===== config.mk =====
export PLATFORM = sky130hd
export DESIGN_NAME = if_fetch_stage
export DESIGN_NICKNAME = d
export VERILOG_FILES = /design/src/rtl/if_fetch_stage.sv
export SDC_FILE = /design/constraint.sdc
export NUM_CORES = 2
export LEC_CHECK = 0
export BUFFER_PORTS_ARGS = -buffer_cell sky130_fd_sc_hd__buf_2
export CAP_MARGIN = 10
export CORE_ASPECT_RATIO = 1.2
export CORE_MARGIN = 5
export CORE_UTILIZATION = 40
export CTS_CLUSTER_DIAMETER = 30
export DETAILED_ROUTE_END_ITERATION = 10
export PLACE_DENSITY_LB_ADDON = 0.1
export SETUP_SLACK_MARGIN = 0.05
export SYNTH_ARGS = -nofsm -noshare
export SYNTH_HDL_FRONTEND = slang
export SYNTH_SLANG_ARGS = --single-unit

===== constraint.sdc =====
create_clock -name Clk -period 11.1 [get_ports Clk]
set_input_delay 2.775 -clock Clk [delete_from_list [all_inputs] [get_ports Clk]]
set_output_delay 2.775 -clock Clk [all_outputs]
set_load 0.005 [all_outputs]

===== src/rtl/if_fetch_stage.sv =====
// Instruction-fetch stage: PC/nPC pair with one-slot delayed branching, a
//   byte-wide instruction memory with a preload port, and a retired-fetch counter.
// Latency: Instr is combinational from the registered PC; a taken branch reaches
//   PC two advancing edges later.
// Backpressure: LE=0 freezes PC/nPC/Fetch_Count. A branch resolved during the
//   stall is parked in a pending latch and applied on the next advance.
//
// Ports
//   Clk, Reset      : clock and synchronous active-high reset
//   LE              : advance enable shared with the IF/ID register (0 = stall)
//   Branch_Taken    : taken branch/jump from ID, target on Branch_Target
//   Load_En/Addr/Data : byte preload into instruction memory (ignores Reset/LE)
//   Instr, PC       : big-endian word at PC and the PC itself, to IF/ID
//   nPC             : next fetch address
//   Fetch_Valid     : low only for the first cycle out of reset
//   Branch_Pending  : a taken branch is parked waiting for the stall to release
//   Fetch_Count     : number of advancing cycles since reset (wraps)
module if_fetch_stage #(
    parameter logic [31:0] RESET_PC   = 32'h0000_0000,
    parameter int          IMEM_BYTES = 512,
    parameter int          IMEM_AW    = 9
) (
    input  logic               Clk,
    input  logic               Reset,
    input  logic               LE,
    input  logic               Branch_Taken,
    input  logic [31:0]        Branch_Target,
    input  logic               Load_En,
    input  logic [IMEM_AW-1:0] Load_Addr,
    input  logic [7:0]         Load_Data,
    output logic [31:0]        Instr,
    output logic [31:0]        PC,
    output logic [31:0]        nPC,
    output logic               Fetch_Valid,
    output logic               Branch_Pending,
    output logic [31:0]        Fetch_Count
);

    // ------------------------------------------------------------------
    // Instruction memory
    // ------------------------------------------------------------------
    logic [7:0] mem [IMEM_BYTES];

    // Preload is independent of Reset so a program can be written while the
    // pipeline is held in reset, and contents survive a reset.
    always_ff @(posedge Clk) begin
        if (Load_En) begin
            mem[Load_Addr] <= Load_Data;
        end
    end

    // Word-aligned big-endian read. PC[1:0] and the bits above the memory
    // range are dropped, so the memory aliases every IMEM_BYTES bytes. The
    // byte lanes only differ in the two low bits, so no carry is needed.
    logic [IMEM_AW-3:0] word_idx;
    logic [IMEM_AW-1:0] addr_b0;
    logic [IMEM_AW-1:0] addr_b1;
    logic [IMEM_AW-1:0] addr_b2;
    logic [IMEM_AW-1:0] addr_b3;

    assign word_idx = PC[IMEM_AW-1:2];
    assign addr_b0  = {word_idx, 2'b00};
    assign addr_b1  = {word_idx, 2'b01};
    assign addr_b2  = {word_idx, 2'b10};
    assign addr_b3  = {word_idx, 2'b11};

    assign Instr = {mem[addr_b0], mem[addr_b1], mem[addr_b2], mem[addr_b3]};

    // Address bits that the aliasing memory deliberately ignores.
    logic unused_pc_bits;
    assign unused_pc_bits = &{1'b0, PC[31:IMEM_AW], PC[1:0]};

    // ------------------------------------------------------------------
    // Branch resolution
    // ------------------------------------------------------------------
    logic        pend_valid;
    logic [31:0] pend_target;
    logic        eff_taken;
    logic [31:0] eff_target;
    logic [31:0] seq_npc;
    logic [31:0] npc_next;

    // A fresh request from ID always beats a parked one: the parked branch
    // belongs to an instruction that ID has since replaced.
    assign eff_taken  = Branch_Taken | pend_valid;
    assign eff_target = Branch_Taken ? Branch_Target : pend_target;

    // 32-bit modulo arithmetic: FFFF_FFFC + 4 wraps to 0.
    assign seq_npc  = nPC + 32'd4;

    // Delayed branch: PC always takes the old nPC (the delay slot); only the
    // instruction after the slot is redirected.
    assign npc_next = eff_taken ? eff_target : seq_npc;

    assign Branch_Pending = pend_valid;

    // ------------------------------------------------------------------
    // PC / pending / status registers
    // ------------------------------------------------------------------
    always_ff @(posedge Clk) begin
        if (Reset) begin
            PC          <= RESET_PC;
            nPC         <= RESET_PC + 32'd4;
            pend_valid  <= 1'b0;
            pend_target <= 32'h0000_0000;
            Fetch_Valid <= 1'b0;
            Fetch_Count <= 32'h0000_0000;
        end else begin
            Fetch_Valid <= 1'b1;
            if (LE) begin
                PC          <= nPC;
                nPC         <= npc_next;
                pend_valid  <= 1'b0;
                Fetch_Count <= Fetch_Count + 32'd1;
            end else if (Branch_Taken) begin
                // Park the branch; a later request in the same stall
                // overwrites it.
                pend_valid  <= 1'b1;
                pend_target <= Branch_Target;
            end
        end
    end

endmodule


==> flow_summary.json <==
{
  "max_stage_delay_ns": 0.94,
  "met2_length_microns": 216500,
  "final_layout_size_suffix_gt1_share_pct": 35.34,
  "cp.required_ns": 8.33,
  "die_x_microns": 593.4,
  "min_period_ns": 8.163,
  "tns_ns": 0,
  "cp.arrival_ns": 5.39,
  "leakage_uw": 0.06112,
  "final_hold_viol_count": 0,
  "drtIter0Drc": 6129,
  "synth_cells": 7152,
  "layout_setup_ws_ns": 2.937,
  "finalWeightedCongestion": 0.7765,
  "drc": 0,
  "tightest_slew_ns": 1.260,
  "vdd.ir_drop.worst_uv": 146.8,
  "critPathMaxFanout": 114,
  "pre_cts_ws_ns": 3.803,
  "io_buffers": 183,
  "grtUsageTotal_pct": 20.09,
  "ant_nets": 0,
  "overflow": 0,
  "netlist_area_sq_um": 163400,
  "fp.dieH_microns": 710.1,
  "rows": 257,
  "yosys_warnings": 0,
  "final_cell_mix": "edfxtp_1 (4096), mux4_2 (1344), clkbuf_16 (791)",
  "crit_buf_inv": 3,
  "drv_slew": 0,
  "fp.dieArea_sq_um": 421400,
  "fmax_mhz": 122.5,
  "path_cells": "buf_12 -> buf_4 -> mux4_2 -> mux4_2 -> mux4_2 -> mux2_2 -> buf_2",
  "finalCritPeriodShare_pct": 73.55,
  "grt_pass1_vias": 82170,
  "wl_met1_microns": 178500,
  "area.growth.synth_to_final_pct": 21.04,
  "yosys-top-cells-area": "edfxtp_1 (75%), mux4_2 (19%), dfxtp_1 (1.7%)",
  "final_cell_area_sq_um": 197800,
  "post_cts_buffers": 0,
  "ios": 184,
  "grt_max_degree": 196,
  "cts_tree": "built",
  "routed_wl_microns": 428700,
  "final_common_cell": "edfxtp_1",
  "cp_top_family": "multiplexers",
  "ys_ff_latch": 4233,
  "nets": 7883,
  "routed-wl-met3_microns": 22990,
  "clock_path_buffers": 4,
  "finalPower_uw": 42920,
  "synth-async-reset-ratio_pct": 0,
  "cts_buffers": 774,
  "cpMaxStageDelayCell": "dfxtp_4",
  "ys.flop_type": "edfxtp_1",
  "synth_seq_area_share_pct": 76.96,
  "start_kind": "flop",
  "synth.avg_cell_area_sq_um": 22.85,
  "cts_resized": 0,
  "status": "complete, no violations",
  "synth_top_area_cell": "edfxtp_1",
  "core_area_sq_um": 407700,
  "num_vias": 77000,
  "clockRootBuffer": "clkbuf_16",
  "synth_edf_count": 4096,
  "hpwl_microns": 247000,
  "relSlewSlack_pct": 16.02,
  "hold_path_class": "reg2reg",
  "setup_viol": 0,
  "vias_per_cell": 5.518,
  "synth.distinct_cells": 53,
  "synth_top_area_share_pct": 75.28,
  "clkTransAtPathRegs_ns": 0.05,
  "crit_top_cell": "mux4_2",
  "cts_max_level": 6,
  "clkSinkCount": 4233,
  "grt_pass1_wl_microns": 614700,
  "hold_ws_ns": 0.4569,
  "max-cap-violations": 0,
  "antenna_found_initial": 25,
  "initial_core_util_pct": 40.07,
  "drt-pass1-iter-count": 7,
  "final.setup_skew_ns": 0.03842,
  "clock_latency_ns": 1.06,
  "top_layer": "met5",
  "syn_nets": 7208,
  "routedWlPerCell_microns": 30.73,
  "worst-setup-path-type": "reg2out",
  "rsz0062_at_grt": "no",
  "cts_hold_buf": 0,
  "detailed_place.area_sq_um": 171100,
  "power_density_nw_per_um2": 217.0,
  "endpoint_kind": "output port"
}
## layout make-up
cell class              instances  area [sq um]
fillers                     33190        210000
inverters                      22         82.58
clock inverters               560          6375
flip-flops and latches       4233        125800
multi-input cells            2467         35940
clock buffers                 897         20260
diodes                          7         17.52
well taps                    5439          6805
repair buffers                329          2515
## cells by family (layout without fill, tap and decap cells)
| family | after synthesis | count (layout) | share of synthesized area [%] |
|---|---|---|---|
| DFF | 4233 | 4233 | 76.96 |
| muxes | 1419 | 1419 | 19.01 |
| and+or+nand+nor | 867 | 867 | 2.184 |
| buffers and inverters | 452 | 1808 | 1.103 |
| AOI/OAI and AO/OA | 153 | 153 | 0.5897 |
| xor gates and xnor gates | 26 | 26 | 0.1394 |
| adders and majority gates | 2 | 2 | 0.01531 |
| other | 0 | 7 | 0 |
## per-stage QoR
stage          std cells  util [%]
2_1_floorplan       7152         -
3_3_place_gp       12490     41.96
3_5_place_dp       12490     41.96
4_1_cts            13950     48.50
5_1_grt            13950     48.50
6_report           13950     48.50
## Yosys cell counts (all sizes together) (9+ instances only)
| master | instances |
|---|---|
| nand3 | 25 |
| o2bb2ai | 9 |
| buf | 133 |
| inv | 21 |
| mux4 | 1344 |
| dfxtp | 137 |
| or3 | 9 |
| nor2 | 604 |
| edfxtp | 4096 |
| clkbuf | 297 |
| mux2 | 33 |
| xnor2 | 20 |
| nor3 | 15 |
| nand2 | 137 |
| mux2i | 42 |
| nand4 | 14 |
| and3 | 12 |
| nor4 | 12 |
| a21oi | 64 |
| o21ai | 34 |
## state kept, by name, summed over array words and instances, names as in the netlist, named ones only
register and flops:
Branch_Pending 1, PC 32, nPC 32, Fetch_Valid 1, Fetch_Count 32, pend_target 32, mem 4096
## power breakdown
part	total, uW	internal [uW]	switching, uW
sequential	17600	17600	46.6
combinational	1540	625	918
clock	23700	15700	8010
total	42900	33900	8980
## layer usage
layer,GRT usage [%],up-vias
met2,34.01,2254
met3,3.687,623
met1,27.01,42110
li1,-,32000
met4,5.233,18
met5,0,-
## worst register-to-register path, cell delays in order, from the launching register on
cell     delay (ns)
dfxtp_1        0.41
and4_1         0.32
nand4_1        0.41
or3_1          0.54
or4_1          0.42
a21oi_1        0.16
## path summary, 6_finish.rpt
kind | startpoint | end | slack (ns) | cells after the start
min reg2reg | pend_target[30]$_SDFFE_PP0N_ | pend_target[30]$_SDFFE_PP0N_ | 0.46 | 2
max reg2reg | Fetch_Count[4]$_SDFFE_PP0P_ | Fetch_Count[31]$_SDFFE_PP0P_ | 8.75 | 5
min | pend_target[30]$_SDFFE_PP0N_ | pend_target[30]$_SDFFE_PP0N_ | 0.46 | 2
max | flop | Instr[1] | 2.94 | 7
(Power assumes the default switching activity.)
